$ cat src/rtl/p1v_reset_sequencer_if.sv
// Handshake bundle between the reset sequencer and its surroundings.
// master: clock generator / pin side (drives requests, observes reset outputs).
// slave:  the sequencer itself.
interface p1v_reset_sequencer_if;
  logic       mmcm_locked;
  logic       rts_req;
  logic       btn_req;
  logic       wdog_kick;
  logic       inp_resn;
  logic [1:0] cause;
  logic [7:0] reset_count;

  modport master (
    output mmcm_locked, rts_req, btn_req, wdog_kick,
    input  inp_resn, cause, reset_count
  );

  modport slave (
    input  mmcm_locked, rts_req, btn_req, wdog_kick,
    output inp_resn, cause, reset_count
  );
endinterface

$ cat src/rtl/p1v_reset_sequencer.sv
// P1V core reset sequencer: waits for a stable MMCM lock, stretches reset to a minimum
// width, then releases inp_resn. Re-enters reset on lock loss, host RTS, a debounced
// button press or (optionally) watchdog expiry, and records the cause of the last exit.
// Optional feature macro: P1V_RSTSEQ_WDOG_EN enables the watchdog.
module p1v_reset_sequencer #(
  parameter int unsigned LOCK_CYCLES     = 1024,
  parameter int unsigned HOLD_CYCLES     = 16000,
  parameter int unsigned DEBOUNCE_CYCLES = 160000,
  parameter int unsigned WDOG_CYCLES     = 1600000
) (
  input logic                  clock_160,
  input logic                  res,
  p1v_reset_sequencer_if.slave bus
);

  localparam int unsigned MaxLh = (LOCK_CYCLES > HOLD_CYCLES) ? LOCK_CYCLES : HOLD_CYCLES;
  localparam int unsigned MaxDw = (DEBOUNCE_CYCLES > WDOG_CYCLES) ? DEBOUNCE_CYCLES : WDOG_CYCLES;
  localparam int unsigned MaxCycles = (MaxLh > MaxDw) ? MaxLh : MaxDw;
  localparam int unsigned CntW = $clog2(MaxCycles) + 1;

  localparam logic [CntW-1:0] LockLast = CntW'(LOCK_CYCLES - 1);
  localparam logic [CntW-1:0] HoldLast = CntW'(HOLD_CYCLES - 1);
  localparam logic [CntW-1:0] DebLast  = CntW'(DEBOUNCE_CYCLES - 1);

  typedef enum logic [1:0] {StWaitLock, StHold, StWaitRel, StRun} state_e;

  state_e          state_q, state_d;
  logic [CntW-1:0] cnt_q, cnt_d;
  logic [CntW-1:0] deb_q, deb_d;
  logic            resn_q;
  logic [1:0]      cause_q, cause_d;
  logic [7:0]      count_q, count_d;
  logic            run_exit;
  logic            deb_hit;
  logic            wd_hit;

  assign deb_hit = (state_q == StRun) && bus.btn_req && (deb_q == DebLast);

`ifdef P1V_RSTSEQ_WDOG_EN
  localparam logic [CntW-1:0] WdogLast = CntW'(WDOG_CYCLES - 1);

  logic            kick_q;
  logic            kick_edge;
  logic [CntW-1:0] wd_q, wd_d;

  assign kick_edge = bus.wdog_kick ^ kick_q;
  // A kick in the same cycle as expiry wins: the core was still alive.
  assign wd_hit = (state_q == StRun) && (wd_q == WdogLast) && !kick_edge;

  // Watchdog idle counter: runs only in RUN, cleared by any kick edge.
  always_comb begin
    wd_d = '0;
    if (state_q == StRun && !kick_edge) begin
      wd_d = (wd_q == WdogLast) ? wd_q : wd_q + CntW'(1);
    end
  end

  // Watchdog registers; kick_q tracks the pin even during res so no false edge follows.
  always_ff @(posedge clock_160) begin
    kick_q <= bus.wdog_kick;
    if (res) begin
      wd_q <= '0;
    end else begin
      wd_q <= wd_d;
    end
  end
`else
  logic unused_wdog_kick;
  assign unused_wdog_kick = bus.wdog_kick;
  assign wd_hit = 1'b0;
`endif

  // Button debounce: consecutive high samples while in RUN; cleared otherwise.
  always_comb begin
    deb_d = '0;
    if (state_q == StRun && bus.btn_req) begin
      deb_d = (deb_q == DebLast) ? deb_q : deb_q + CntW'(1);
    end
  end

  // Next state, shared counter and cause/count bookkeeping.
  always_comb begin
    state_d  = state_q;
    cnt_d    = cnt_q;
    cause_d  = cause_q;
    count_d  = count_q;
    run_exit = 1'b0;
    unique case (state_q)
      StWaitLock: begin
        if (!bus.mmcm_locked) begin
          cnt_d = '0;
        end else if (cnt_q == LockLast) begin
          state_d = StHold;
          cnt_d   = '0;
        end else begin
          cnt_d = cnt_q + CntW'(1);
        end
      end
      StHold: begin
        if (!bus.mmcm_locked) begin
          state_d = StWaitLock;
          cnt_d   = '0;
        end else if (bus.rts_req) begin
          // Hold is measured from the falling edge of rts_req.
          cnt_d = '0;
        end else if (cnt_q == HoldLast) begin
          state_d = StWaitRel;
          cnt_d   = '0;
        end else begin
          cnt_d = cnt_q + CntW'(1);
        end
      end
      StWaitRel: begin
        if (!bus.mmcm_locked) begin
          state_d = StWaitLock;
          cnt_d   = '0;
        end else if (!bus.btn_req) begin
          state_d = StRun;
        end
      end
      StRun: begin
        run_exit = 1'b1;
        if (!bus.mmcm_locked) begin
          state_d = StWaitLock;
          cause_d = 2'd0;
        end else if (bus.rts_req) begin
          state_d = StHold;
          cause_d = 2'd1;
        end else if (deb_hit) begin
          state_d = StHold;
          cause_d = 2'd2;
        end else if (wd_hit) begin
          state_d = StHold;
          cause_d = 2'd3;
        end else begin
          run_exit = 1'b0;
        end
      end
      default: begin
        state_d = StWaitLock;
        cnt_d   = '0;
      end
    endcase
    if (run_exit) begin
      cnt_d = '0;
      if (count_q != 8'hff) begin
        count_d = count_q + 8'd1;
      end
    end
  end

  // State and output registers; inp_resn follows the next state so it is registered.
  always_ff @(posedge clock_160) begin
    if (res) begin
      state_q <= StWaitLock;
      cnt_q   <= '0;
      deb_q   <= '0;
      resn_q  <= 1'b0;
      cause_q <= 2'd0;
      count_q <= 8'd0;
    end else begin
      state_q <= state_d;
      cnt_q   <= cnt_d;
      deb_q   <= deb_d;
      resn_q  <= (state_d == StRun);
      cause_q <= cause_d;
      count_q <= count_d;
    end
  end

  assign bus.inp_resn    = resn_q;
  assign bus.cause       = cause_q;
  assign bus.reset_count = count_q;

endmodule

$ cat src/flat_wrapper.sv
// flat-port wrapper written by rule: the top's interface ports become plain ports
module p1v_reset_sequencer_flat 
#(
  parameter int unsigned LOCK_CYCLES     = 1024,
  parameter int unsigned HOLD_CYCLES     = 16000,
  parameter int unsigned DEBOUNCE_CYCLES = 160000,
  parameter int unsigned WDOG_CYCLES     = 1600000
)
  (clock_160, res, bus_mmcm_locked, bus_rts_req, bus_btn_req, bus_wdog_kick, bus_inp_resn, bus_cause, bus_reset_count);
  p1v_reset_sequencer_if bus_i ();
  input logic clock_160;
  input logic res;
  input wire logic [$bits(bus_i.mmcm_locked)-1:0] bus_mmcm_locked;
  input wire logic [$bits(bus_i.rts_req)-1:0] bus_rts_req;
  input wire logic [$bits(bus_i.btn_req)-1:0] bus_btn_req;
  input wire logic [$bits(bus_i.wdog_kick)-1:0] bus_wdog_kick;
  output wire logic [$bits(bus_i.inp_resn)-1:0] bus_inp_resn;
  output wire logic [$bits(bus_i.cause)-1:0] bus_cause;
  output wire logic [$bits(bus_i.reset_count)-1:0] bus_reset_count;
  assign bus_i.mmcm_locked = bus_mmcm_locked;
  assign bus_i.rts_req = bus_rts_req;
  assign bus_i.btn_req = bus_btn_req;
  assign bus_i.wdog_kick = bus_wdog_kick;
  assign bus_inp_resn = bus_i.inp_resn;
  assign bus_cause = bus_i.cause;
  assign bus_reset_count = bus_i.reset_count;
  p1v_reset_sequencer #(.LOCK_CYCLES(LOCK_CYCLES), .HOLD_CYCLES(HOLD_CYCLES), .DEBOUNCE_CYCLES(DEBOUNCE_CYCLES), .WDOG_CYCLES(WDOG_CYCLES)) u_core (.clock_160(clock_160), .res(res), .bus(bus_i));
endmodule
$ cat config.mk
export PLATFORM = sky130hd
export DESIGN_NAME = p1v_reset_sequencer_flat
export DESIGN_NICKNAME = d
export VERILOG_FILES = /design/src/rtl/p1v_reset_sequencer_if.sv /design/src/rtl/p1v_reset_sequencer.sv /design/src/flat_wrapper.sv
export SDC_FILE = /design/constraint.sdc
export NUM_CORES = 1
export LEC_CHECK = 0
export CORE_AREA = 2 2 86 79
export DETAILED_ROUTE_END_ITERATION = 12
export DIE_AREA = 0 0 88 81
export PLACE_DENSITY = 0.67
export SLEW_MARGIN = 40
export SYNTH_ARGS = -nofsm -noshare
export SYNTH_HDL_FRONTEND = slang
export SYNTH_SLANG_ARGS = --single-unit
$ cat constraint.sdc
create_clock -name clock_160 -period 3.1 [get_ports clock_160]
set_input_delay 0.62 -clock clock_160 [delete_from_list [all_inputs] [get_ports clock_160]]
set_output_delay 0.62 -clock clock_160 [all_outputs]
set_load 0.02 [all_outputs]
# After elaboration in Yosys (flattened, before gate mapping)
# Cells that the tools add are included.
# Widths: inputs -> output; s select.
dict set report word_totals {
  register_bits 57
  inputBits 6
  output_inout_bits 11
  elab_cells 54
}
dict set report classes {
  n_addsub 3
  eq_ne 10
  mux 25
  n_bitwise 1
  reduce_logical 9
}
# op count
set op_table {}
lappend op_table {{$mux 22} 6}
lappend op_table {{$pmux 22 s3} 1}
lappend op_table {{$add 22x1->22 const B} 2}
lappend op_table {{$mux 2} 13}
lappend op_table {{$eq 22x10->1 const B} 1}
lappend op_table {{$eq 22x14->1 const B} 1}
lappend op_table {{$eq 22x18->1 const B} 1}
lappend op_table {{$add 8x1->8 const B} 1}
lappend op_table {{$ne 8x8->1 const B} 1}
lappend op_table {{$pmux 2 s4} 1}
lappend op_table {{$eq 2x2->1 const B} 3}
lappend op_table {{$reduce_and 2->1} 3}
lappend op_table {{$mux 1} 4}
lappend op_table {{$reduce_or 2->1} 2}
lappend op_table {{$ne 3x1->1 const B} 1}
lappend op_table {{$reduce_bool 3->1} 1}
lappend op_table {{$eq 2x1->1 const B} 1}
lappend op_table {{$logic_and 1x1->1} 2}
lappend op_table {{$logic_not 2->1} 1}
lappend op_table {{$ne 2x2->1 const B} 1}
lappend op_table {{$not 1->1} 1}

# Logic depth before layout (Yosys ltp)
dict set report depth {
  ltp_word 8
  mapped_depth 8
  depth_no_buf 7
}

# Worst setup path before layout
# No wires, ideal clock.
dict set report synth_timing {
  path_kind {register -> register}
  from {reg u_core.deb_q[15]}
  to {reg u_core.count_q[6] (netlist: u_core.bus.reset_count[6])}
  setup_time_ns 0.123
  arrival_ns 2.119
  t_required_ns 2.977
  path_slack_ns 0.858
  path_stages_with_launch 7
  path_buffers 1
  period_less_slack_ns 2.242
  cell_sequence {dfxtp_1 -> or4_4 -> nor4_4 -> a21oi_2 -> buf_6 -> nor4_1 -> mux2_1}
}
dict set report synth_via {
  elab_chain_len 7
}
# element line_no
set synth_lines {}
lappend synth_lines {{from (decl)} p1v_reset_sequencer.sv:29} ;# logic [CntW-1:0] deb_q, deb_d;
lappend synth_lines {{from (signal assigned)} p1v_reset_sequencer.sv:157} ;# deb_q <= '0;
lappend synth_lines {{from (signal assigned)} p1v_reset_sequencer.sv:164} ;# deb_q <= deb_d;
lappend synth_lines {{$eq 22x18->1} p1v_reset_sequencer.sv:37} ;# assign deb_hit = (state_q == StRun) && bus.btn_req && (deb_q == DebLast);
lappend synth_lines {{$logic_and 1x1->1} p1v_reset_sequencer.sv:37}
lappend synth_lines {{$mux 1} p1v_reset_sequencer.sv:129} ;# end else if (deb_hit) begin
lappend synth_lines {{$mux 1} p1v_reset_sequencer.sv:126} ;# end else if (bus.rts_req) begin
lappend synth_lines {{$mux 1} p1v_reset_sequencer.sv:123} ;# if (!bus.mmcm_locked) begin
lappend synth_lines {{$mux 1} p1v_reset_sequencer.sv:88} ;# unique case (state_q)
lappend synth_lines {{$reduce_and 2->1 (no line)} -}
lappend synth_lines {{to (signal assigned)} p1v_reset_sequencer.sv:167} ;# count_q <= count_d;
lappend synth_lines {{to (decl)} p1v_reset_sequencer.sv:32} ;# logic [7:0] count_q, count_d;
# Every way passes these cells.
# A chain may end at the register's enable or synchronous reset.

# Worst setup path in the final report
dict set report layout_timing {
  from {reg u_core.state_q[0]}
  to {reg u_core.count_q[6] (netlist: u_core.bus.reset_count[6])}
}
dict set report layout_via {
  elab_chain_len 8
}
# element line_no
set layout_lines {}
lappend layout_lines {{from (decl)} p1v_reset_sequencer.sv:27} ;# state_e state_q, state_d;
lappend layout_lines {{from (signal assigned)} p1v_reset_sequencer.sv:155} ;# state_q <= StWaitLock;
lappend layout_lines {{from (signal assigned)} p1v_reset_sequencer.sv:162} ;# state_q <= state_d;
lappend layout_lines {{$eq 2x2->1 *} {p1v_reset_sequencer.sv:37, p1v_reset_sequencer.sv:88}}
lappend layout_lines {{$logic_and 1x1->1 (2 in a row)} p1v_reset_sequencer.sv:37}
lappend layout_lines {{$mux 1} p1v_reset_sequencer.sv:129}
lappend layout_lines {{$mux 1} p1v_reset_sequencer.sv:126}
lappend layout_lines {{$mux 1} p1v_reset_sequencer.sv:123}
lappend layout_lines {{$mux 1 *} p1v_reset_sequencer.sv:88}
lappend layout_lines {{$reduce_and 2->1 (no line) *} -}
# Mark *: on every way between the ends. The rest lies on a longest branch, timed or not.

==> summary.txt <==
Logic synthesis
  • Library cells used by synthesis: 52
  • Commonest cells post-synth: 57 x dfxtp_1, 43 x nor2_1, 30 x nand2_1
  • Yosys reg bits: between 50 and 60
  • Mapped Area: between 3000 and 4000 um^2
  • Synth Instances: roughly 370
  • Post-synth EDFFs: 0
  • Syn_nets: 378
  • Synthesized area per cell: between 8 and 9 um^2
  • Ys Warns: 0
  • Biggest area consumer among synthesized cells: dfxtp_1
  • Most frequent cell after synthesis: dfxtp_1
  • Largest cells by area after synthesis: dfxtp_1 38%, xnor2_1 6.1%, nor2_1 5.3%
  • Post-synth ARST share: 0%
  • Register area share after synthesis: 37.70%
  • Yosys top cell area share: 37.70%
  • Most used DFF post-synth: dfxtp_1

Floorplanning
  • Die Height: just over 80 um
  • Total die area: between 7000 and 8000 um^2
  • Initial core utilization: a little under half
  • IO Pins: 17
  • Horiz. Die Dim: ~90 um
  • CORE AREA: ~6300 um^2
  • Std cell rows: 28

CTS
  • H-tree levels: 3
  • Post-CTS Hold Fix Bufs: 0
  • # clock sinks: 57
  • Clock transition at path regs: 60 ps
  • Setup Fix Bufs, Post-CTS: 0
  • CTS-repair resized insts: 0
  • TritonCTS clock tree: built
  • Max Root-Sink Buffers: 2
  • Clk Latency, worst-skew pair: between 300 and 400 ps
  • TritonCTS Buffers: 9
  • Clock root cell: clkbuf_8

STA
  • RSZ-0062 raised after global routing: false
  • Final hold violations: 0
  • Worst rel slew slack: between 50% and 60%
  • Setup violators final: 0
  • Final period utilization: between 70% and 80%
  • Worst Tran Pin Value: around 650 ps
  • Final slew viol count: 0
  • Setup TNS: 0 ps
  • Final min period: around 2400 ps
  • Layout Skew: 8.011 ps
  • FMAX: about 0.42 GHz

Critical path
  • Setup crit end kind: register
  • Worst EP required: between 3000 and 4000 ps
  • CP max FO: 12
  • Startpoint Class: register
  • Setup CP Type: register to register
  • CP cell instances: ha_1 > nand2_1 > nor3_2 > a21oi_2 > nor4_1 > mux2_1
  • CP Buf/Inv Count: 0
  • Critical path's largest stage delay: 400 ps
  • Critical path arrival: around 2600 ps
  • CP max stage cell: dfxtp_1
  • Delay-heaviest family, CP: simple AND/OR/NAND/NOR gates

Routing
  • ANT nets after route: 0
  • Routed vias/inst: around 5.5
  • Wire length per cell: 13.16 um
  • First-pass detailed-route iteration total: 6
  • Drt drc: 0
  • WL final: about 6.3 mm
  • DRT iter0 DRCs: around 170
  • Overall via count from detail_route: 2622

Finish
  • Post-Layout Inst Area: roughly 3400 um^2
  • Layout area overhead: 13.72%
  • Layout cells sized above 1: under 10%
  • # diodes: 0
  • Final nets: roughly 400

Global routing
  • GRT Total Usage: between 10% and 20%
  • Vias in the first global route: 2515
  • Initial antenna violation count: 0
  • Largest net degree at the start of global routing: 24
  • First-pass GRT wire length: around 11 mm
  • GR Overflow Total: 0

Power and ir drop
  • Cell Pwr Density: 395.3 nW/um^2
  • LEAKAGE: around 1.1 nW
  • Maximum VDD drop: between 0.0002 and 0.00025 V

Placement
  • Routability cong.: ~0.85
  • Estimated wirelength of the detail-placed design: around 4.4 mm
  • Port buffer count: 15
  • Placed cell area: between 3000 and 4000 um^2

Status
  • Status: complete, no violations

Flow run
  • Max-Cap Viols: 0

Min path
  • Hold Path Class: register to register
==> state kept, by name, summed over array words and instances, names as in the netlist <==
signal and cells:
u_core.deb_q 22, u_core.bus.cause 2, u_core.bus.inp_resn 1, u_core.bus.reset_count 8, u_core.state_q 2, u_core.cnt_q 22
==> power breakdown <==
| part | switching, mW | leakage, nW | internal (mW) |
|---|---|---|---|
| registers | 0.00321 | 0.459 | 0.735 |
| logic | 0.0325 | 0.545 | 0.0232 |
| clock network | 0.282 | 0.0839 | 0.285 |
==> logic make-up after synthesis <==
kind of cell | after synthesis | synth area share (%)
AO/OA/AOI/OAI | 68 | 14.97
XOR/XNOR | 32 | 9.260
AND/OR/NAND/NOR | 173 | 30.67
flip-flops | 57 | 37.70
multiplexers | 3 | 1.075
buffers and inverters | 25 | 3.431
adder cells (fa/ha/maj) | 7 | 2.894
==> layout make-up <==
type	instances	area (um^2)
timing repair buffer	23	210.2
tap	90	112.6
fill	627	2899
multi-input combinational	283	1782
inverter	11	41.29
clock inverter	4	20.02
clock buffer	12	135.1
sequential	57	1141
==> final timing paths <==
| check | from | slack (ps) | depth (start not counted) | to |
|---|---|---|---|---|
| max | u_core.state_q[0] | 710 | 6 | u_core.bus.reset_count[6] |
| min | u_core.bus.cause[0] | 490 | 2 | u_core.bus.cause[0] |
| min reg2reg | u_core.bus.cause[0] | 490 | 2 | u_core.bus.cause[0] |
| max reg2reg | u_core.state_q[0] | 710 | 6 | u_core.bus.reset_count[6] |
==> cells in the final DEF, fill, tap and decap left out, types with 6 or more instances in the layout <==
cell type,n
clkdlybuf4s50_1,15
nor2_1,43
a21oi_1,23
and3_1,7
o21ai_0,7
clkbuf_8,9
nand4_1,15
nand2_1,30
xor2_1,11
nand3_1,19
xnor2_1,21
ha_1,7
nor3_1,13
and2_1,6
a211oi_1,6
buf_4,8
inv_1,11
or4_1,10
dfxtp_1,57
==> worst register-to-register path, stage by stage (launching register included) <==
cell	delay, ps
dfxtp_1	400
ha_1	390
nand2_1	130
nor3_2	380
a21oi_2	220
nor4_1	400
mux2_1	360
==> routing by layer <==
layer / global-route usage (%) / vias up / wire length, um
met2: 32.27 / 28 / 2822
met5: 0 / - / 0
li1: - / 1367 / -
met3: 6.707 / 6 / 191
met1: 25.37 / 1221 / 3243
met4: 5.538 / 0 / 58
==> per-stage QoR <==
stage	utilization, %	hold slack (ps)	setup WS [ps]	power, mW	std cells
6_report	54.28	485.8	705.5	1.361	480
5_1_grt	54.28	513.5	533.0	1.419	480
4_1_cts	54.28	493.7	712.6	1.381	480
3_5_place_dp	51.84	485.5	439.3	0.8102	464
3_3_place_gp	51.84	463.7	473.9	0.8092	464
2_1_floorplan	-	461.5	857.8	0.7896	365
Power figures use the tool's default switching activity.
